<file path="config.mk">
export PLATFORM = sky130hd
export DESIGN_NAME = req_master_flat
export DESIGN_NICKNAME = d
export VERILOG_FILES = /design/src/rtl/req_master_pkg.sv /design/src/rtl/req_master_if.sv /design/src/rtl/req_master_ch.sv /design/src/rtl/req_master.sv /design/src/flat_wrapper.sv
export SDC_FILE = /design/constraint.sdc
export NUM_CORES = 1
export LEC_CHECK = 0
export ABC_CLOCK_PERIOD_IN_PS = 4200
export CORE_ASPECT_RATIO = 1.5
export CORE_UTILIZATION = 55
export DETAILED_ROUTE_END_ITERATION = 16
export GPL_ROUTABILITY_DRIVEN = 0
export PLACE_DENSITY_LB_ADDON = 0.12
export SETUP_SLACK_MARGIN = 0.3
export SYNTH_ARGS = -nofsm -noshare
export SYNTH_HDL_FRONTEND = slang
export SYNTH_SLANG_ARGS = --single-unit
</file>
<file path="constraint.sdc">
create_clock -name clk -period 4.2 [get_ports clk]
set_input_delay 0.42 -clock clk [delete_from_list [all_inputs] [get_ports clk]]
set_output_delay 0.42 -clock clk [all_outputs]
set_load 0.03 [all_outputs]
</file>
<file path="src/rtl/req_master_pkg.sv">
// Shared constants and the per-channel state encoding for the req_master burst requester.
package req_master_pkg;

  localparam int unsigned NCH_DEF     = 4;
  localparam int unsigned BEAT_W_DEF  = 4;
  localparam int unsigned TMO_CYC_DEF = 200;

  localparam logic [1:0] ST_IDLE = 2'd0;
  localparam logic [1:0] ST_REQ  = 2'd1;
  localparam logic [1:0] ST_XFER = 2'd2;
  localparam logic [1:0] ST_REL  = 2'd3;

  typedef enum logic [1:0] {
    IDLE = ST_IDLE,
    REQ  = ST_REQ,
    XFER = ST_XFER,
    REL  = ST_REL
  } ch_state_e;

endpackage

</file>
<file path="src/rtl/req_master_if.sv">
// Handshake bundle between req_master (master side) and its launcher/resolver (slave side).
interface req_master_if
  import req_master_pkg::*;
#(
  parameter int unsigned NCH    = NCH_DEF,
  parameter int unsigned BEAT_W = BEAT_W_DEF
) ();

  logic [NCH-1:0]        start;
  logic [NCH*BEAT_W-1:0] len;
  logic [NCH-1:0]        gnt;
  logic [NCH-1:0]        req;
  logic                  pr_en;
  logic [NCH-1:0]        beat;
  logic [NCH-1:0]        done;
  logic                  busy;
  logic [NCH-1:0]        tmo_err;

  modport master (
    input  start, len, gnt,
    output req, pr_en, beat, done, busy, tmo_err
  );

  modport slave (
    output start, len, gnt,
    input  req, pr_en, beat, done, busy, tmo_err
  );

endinterface

</file>
<file path="src/rtl/req_master_ch.sv">
// One burst-request channel: IDLE -> REQ -> XFER -> REL, with beat counter.
// Optional grant-wait timeout enabled by REQ_MASTER_TIMEOUT_EN.
module req_master_ch
  import req_master_pkg::*;
#(
  parameter int unsigned BEAT_W  = BEAT_W_DEF,
  parameter int unsigned TMO_CYC = TMO_CYC_DEF
) (
  input  logic              clk,
  input  logic              rst,
  input  logic              start_i,
  input  logic [BEAT_W-1:0] len_i,
  input  logic              gnt_i,
  output logic              req_o,
  output logic              req_d_o,
  output logic              beat_o,
  output logic              done_o,
  output logic              xfer_o,
  output logic              tmo_err_o
);

  ch_state_e         state_q, state_d;
  logic [BEAT_W-1:0] cnt_q, cnt_d;
  logic              req_q, req_d;
  logic              beat_q, beat_d;
  logic              done_q, done_d;

`ifdef REQ_MASTER_TIMEOUT_EN
  localparam int unsigned WAIT_W = (TMO_CYC > 1) ? $clog2(TMO_CYC) : 1;
  logic [WAIT_W-1:0] wait_q, wait_d;
  logic              tmo_q, tmo_d;
`endif

  always_comb begin
    state_d = state_q;
    cnt_d   = cnt_q;
    beat_d  = 1'b0;
    done_d  = 1'b0;
`ifdef REQ_MASTER_TIMEOUT_EN
    wait_d  = wait_q;
    tmo_d   = tmo_q;
`endif
    case (state_q)
      IDLE: begin
        if (start_i) begin
          state_d = REQ;
          cnt_d   = (len_i == '0) ? BEAT_W'(1) : len_i;
`ifdef REQ_MASTER_TIMEOUT_EN
          wait_d  = '0;
          tmo_d   = 1'b0;
`endif
        end
      end
      REQ: begin
        if (gnt_i) state_d = XFER;
`ifdef REQ_MASTER_TIMEOUT_EN
        else if (wait_q == WAIT_W'(TMO_CYC - 1)) begin
          state_d = IDLE;
          tmo_d   = 1'b1;
        end
        else wait_d = wait_q + 1'b1;
`endif
      end
      XFER: begin
        if (gnt_i) begin
          beat_d = 1'b1;
          // last beat: leave the counter at 1 rather than wrapping
          if (cnt_q == BEAT_W'(1)) begin
            state_d = REL;
            done_d  = 1'b1;
          end else begin
            cnt_d = cnt_q - 1'b1;
          end
        end
      end
      REL:     state_d = IDLE;
      default: state_d = IDLE;
    endcase
    req_d = (state_d == REQ) || (state_d == XFER);
  end

  always_ff @(posedge clk or negedge rst) begin
    if (!rst) begin
      state_q <= IDLE;
      cnt_q   <= '0;
      req_q   <= 1'b0;
      beat_q  <= 1'b0;
      done_q  <= 1'b0;
`ifdef REQ_MASTER_TIMEOUT_EN
      wait_q  <= '0;
      tmo_q   <= 1'b0;
`endif
    end else begin
      state_q <= state_d;
      cnt_q   <= cnt_d;
      req_q   <= req_d;
      beat_q  <= beat_d;
      done_q  <= done_d;
`ifdef REQ_MASTER_TIMEOUT_EN
      wait_q  <= wait_d;
      tmo_q   <= tmo_d;
`endif
    end
  end

  assign req_o   = req_q;
  assign req_d_o = req_d;
  assign beat_o  = beat_q;
  assign done_o  = done_q;
  assign xfer_o  = (state_q == XFER);

`ifdef REQ_MASTER_TIMEOUT_EN
  assign tmo_err_o = tmo_q;
`else
  assign tmo_err_o = 1'b0;
`endif

endmodule

</file>
<file path="src/rtl/req_master.sv">
// Multi-channel burst requester: NCH independent channels feeding a priority resolver.
// Grant-wait timeout is built only when REQ_MASTER_TIMEOUT_EN is defined.
module req_master
  import req_master_pkg::*;
#(
  parameter int unsigned NCH     = NCH_DEF,
  parameter int unsigned BEAT_W  = BEAT_W_DEF,
  parameter int unsigned TMO_CYC = TMO_CYC_DEF
) (
  input logic         clk,
  input logic         rst,
  req_master_if.master bus
);

  logic [NCH-1:0] req_v, req_d_v, beat_v, done_v, xfer_v, tmo_v;
  logic           pr_en_q;

  for (genvar i = 0; i < NCH; i++) begin : g_ch
    req_master_ch #(
      .BEAT_W  (BEAT_W),
      .TMO_CYC (TMO_CYC)
    ) u_ch (
      .clk       (clk),
      .rst       (rst),
      .start_i   (bus.start[i]),
      .len_i     (bus.len[i*BEAT_W +: BEAT_W]),
      .gnt_i     (bus.gnt[i]),
      .req_o     (req_v[i]),
      .req_d_o   (req_d_v[i]),
      .beat_o    (beat_v[i]),
      .done_o    (done_v[i]),
      .xfer_o    (xfer_v[i]),
      .tmo_err_o (tmo_v[i])
    );
  end

  // registered alongside req so pr_en tracks the req lines cycle for cycle
  always_ff @(posedge clk or negedge rst) begin
    if (!rst) pr_en_q <= 1'b0;
    else      pr_en_q <= |req_d_v;
  end

  assign bus.req     = req_v;
  assign bus.pr_en   = pr_en_q;
  assign bus.beat    = beat_v;
  assign bus.done    = done_v;
  assign bus.busy    = |xfer_v;
  assign bus.tmo_err = tmo_v;

endmodule

</file>
<file path="src/flat_wrapper.sv">
// flat-port wrapper written by rule: the top's interface ports become plain ports
module req_master_flat import req_master_pkg::*;
#(
  parameter int unsigned NCH     = NCH_DEF,
  parameter int unsigned BEAT_W  = BEAT_W_DEF,
  parameter int unsigned TMO_CYC = TMO_CYC_DEF
)
  (clk, rst, bus_start, bus_len, bus_gnt, bus_req, bus_pr_en, bus_beat, bus_done, bus_busy, bus_tmo_err);
  req_master_if #(.NCH(NCH), .BEAT_W(BEAT_W)) bus_i ();
  input logic clk;
  input logic rst;
  input wire logic [$bits(bus_i.start)-1:0] bus_start;
  input wire logic [$bits(bus_i.len)-1:0] bus_len;
  input wire logic [$bits(bus_i.gnt)-1:0] bus_gnt;
  output wire logic [$bits(bus_i.req)-1:0] bus_req;
  output wire logic [$bits(bus_i.pr_en)-1:0] bus_pr_en;
  output wire logic [$bits(bus_i.beat)-1:0] bus_beat;
  output wire logic [$bits(bus_i.done)-1:0] bus_done;
  output wire logic [$bits(bus_i.busy)-1:0] bus_busy;
  output wire logic [$bits(bus_i.tmo_err)-1:0] bus_tmo_err;
  assign bus_i.start = bus_start;
  assign bus_i.len = bus_len;
  assign bus_i.gnt = bus_gnt;
  assign bus_req = bus_i.req;
  assign bus_pr_en = bus_i.pr_en;
  assign bus_beat = bus_i.beat;
  assign bus_done = bus_i.done;
  assign bus_busy = bus_i.busy;
  assign bus_tmo_err = bus_i.tmo_err;
  req_master #(.NCH(NCH), .BEAT_W(BEAT_W), .TMO_CYC(TMO_CYC)) u_core (.clk(clk), .rst(rst), .bus(bus_i));
endmodule
</file>
==> run metrics <==
CTS Buf Count=5; share of the synthesized area in the top cell type=0.433; clk root buf=clkbuf_8; Final period util=0.526; CP Cell Sequence=nand2b_1 > nand4_1 > clkdlybuf4s50_1; layout cell share with drive strength beyond 1=0.0440; CP max FO=15; RSZ-0062 raised after global routing=false; final worst path period need=about 2200 ps; Primary FF master, synth=dfrtp_1; Post-Syn Area=2140 um^2; Tightest Pin Transition=around 790 ps; P_sw=roughly 670 uW; die height=78.4 um; MaxCap Viol Count=0; Pleak=~1.1 nW; Final HPWL DP=2830 um; cells after synthesis=about 220; routed wire length=3790 um; I/O Buffers=39; core area=roughly 3700 um^2; vias per cell=around 5.6; synth warn=0; clk buf depth=2; Initial Util=0.581; Pwr Total=1.66 mW; startpoint types=flip-flop; Placed Cells=between 200 and 300; switch share=0.407; Clk network pwr share=0.148; sequential share of power=0.417; VDD IR-drop max=0.000436 V; 1st-pass router iterations=4; crit-path max cell delay=a little under 700 ps; setup TNS=0 ps; DRC viols=0; Post-synth top cells=dfrtp_1, inv_1, buf_4; die footprint=around 4100 um^2; Data arrival, critical path=1790 ps; Worst Hold Class=input port to async pin; skew final=4.28 ps; global-route wire length before repair=between 6000 and 7000 um; Peak Freq=452 MHz; required time worst endpoint=about 3800 ps; vias in the first global route=around 1500; Iteration-0 DRC Markers=55; Nets=approximately 280; combinational power share=0.436; ys async rst share=1.00; Mean Syn Cell Area=9.59 um^2; Max Slew Vio Count=0; Setup Buffers After CTS=0; CP endpoint kind=primary output; row cnt=27; GRT Residual Overflow=0; status=finished clean; total track usage=0.210; pwr dens=~650 nW/um^2; clock-pin slew on the worst setup and hold paths=around 70 ps; Final Hold Viols=0; Post-CTS Resized=0; Internal=984 uW; post-detailed-route wirelength per cell=12.9 um; slowest CP cell=clkdlybuf4s50_1; clk_lat worst skew=280 ps; hold buffers post-CTS=0; number of library cell types mapped by synthesis=between 40 and 50; CTS tree=yes; H-tree Lvls=2; Inserted Diodes=0; most common cell in the synthesized netlist=dfrtp_1; CP Class=flip-flop to primary output; Min Hold Slack=218 ps; pre-CTS setup slack=~2200 ps; sequential share of the synthesized area=0.433; relative slew slack=0.474; Yosys reg bits=37; EDFF count, synth=0; largest net degree at the start of global routing=38; io pins=44; Sink Count=37; Synth-to-Final Area Change=18.4%; DRT antenna net count=0; initial antenna violation count=0; vias=around 1600; largest area contributor in the netlist=dfrtp_1; top cells by area, synth=dfrtp_1, buf_4, ha_1, mux2i_1, inv_1; Final Non-Filler Cells=approximately 290; final worst slack=1990 ps; final setup vio count=0; die width=52.9 um
==> per-stage QoR <==
step	util	cell area [um^2]
CTS	0.688	2530
finish	0.688	2530
global route	0.688	2530
detailed placement	0.664	2450
global placement	0.664	2450
floorplan	-	2150
==> cells in the final DEF (no fill, tap or decap), types with 7 or more instances in the layout <==
cell type         n
nor3_1            9
mux2i_1          10
dfrtp_1          37
nand3_1           7
inv_1            25
o21ai_0           9
clkdlybuf4s50_1  38
nand2_1          13
ha_1              8
==> sequential cells by signal, indices dropped and copies added (netlist names) <==
signal and count:
u_core.g_ch.u_ch.done_o 4, u_core.g_ch.u_ch.req_o 4, u_core.bus.pr_en 1, u_core.g_ch.u_ch.cnt_q 16, u_core.g_ch.u_ch.beat_o 4, u_core.g_ch.u_ch.state_q 8
==> routing by layer <==
metal,vias to the layer above,part of all wire,track usage
li1,841,-,-
met1,752,0.43,0.248
met2,45,0.52,0.353
met3,4,0.045,0.0388
met4,0,0.010,0.103
met5,-,0,0
==> final timing paths <==
check	from	end	slack, ps	cells after the start
setup reg to reg	u_core.g_ch[0].u_ch.cnt_q[1]	u_core.g_ch[0].u_ch.cnt_q[2]	2400	5
hold reg to reg	u_core.g_ch[0].u_ch.cnt_q[3]	u_core.g_ch[0].u_ch.cnt_q[3]	570	2
min in group clk	u_core.g_ch[0].u_ch.cnt_q[3]	u_core.g_ch[0].u_ch.cnt_q[3]	570	2
hold / removal	rst	u_core.g_ch[3].u_ch.cnt_q[0]	220	1
max in group asynchronous	rst	u_core.g_ch[1].u_ch.beat_o	3490	1
setup / recovery	u_core.g_ch[0].u_ch.state_q[1]	bus_busy	1990	3
==> cell type report <==
| class | count | area [um^2] |
|---|---|---|
| sequential | 37 | 926 |
| inverter | 25 | 93.8 |
| timing repair buffer | 39 | 385 |
| fill | 291 | 1150 |
| clock buffer | 7 | 86.3 |
| tap | 43 | 53.8 |
| multi-input combinational | 142 | 987 |
==> power by group through the flow <==
stage | clock [mW] | sequential [mW] | combinational (mW)
2_1_floorplan | 0 | 0.614 | 0.628
3_3_place_gp | 0 | 0.691 | 0.718
3_5_place_dp | 0 | 0.694 | 0.726
4_1_cts | 0.254 | 0.689 | 0.730
5_1_grt | 0.270 | 0.721 | 0.812
6_report | 0.245 | 0.691 | 0.723
==> critical path, delay by kind of cell, from the launching register on <==
| family | cells | cell delay (ps) |
|---|---|---|
| buf+inv | 1 | 680 |
| flops | 1 | 600 |
| simple gates | 2 | 230 |
==> logic make-up after synthesis <==
group / count (synthesis) / synth area share
simple gates: 70 / 0.196
compound gates: 50 / 0.165
buf+inv: 47 / 0.111
flops: 37 / 0.433
mux: 10 / 0.0468
fa+ha+maj: 8 / 0.0468
other cells: 1 / 0.00175
Power figures use the tool's default switching activity.
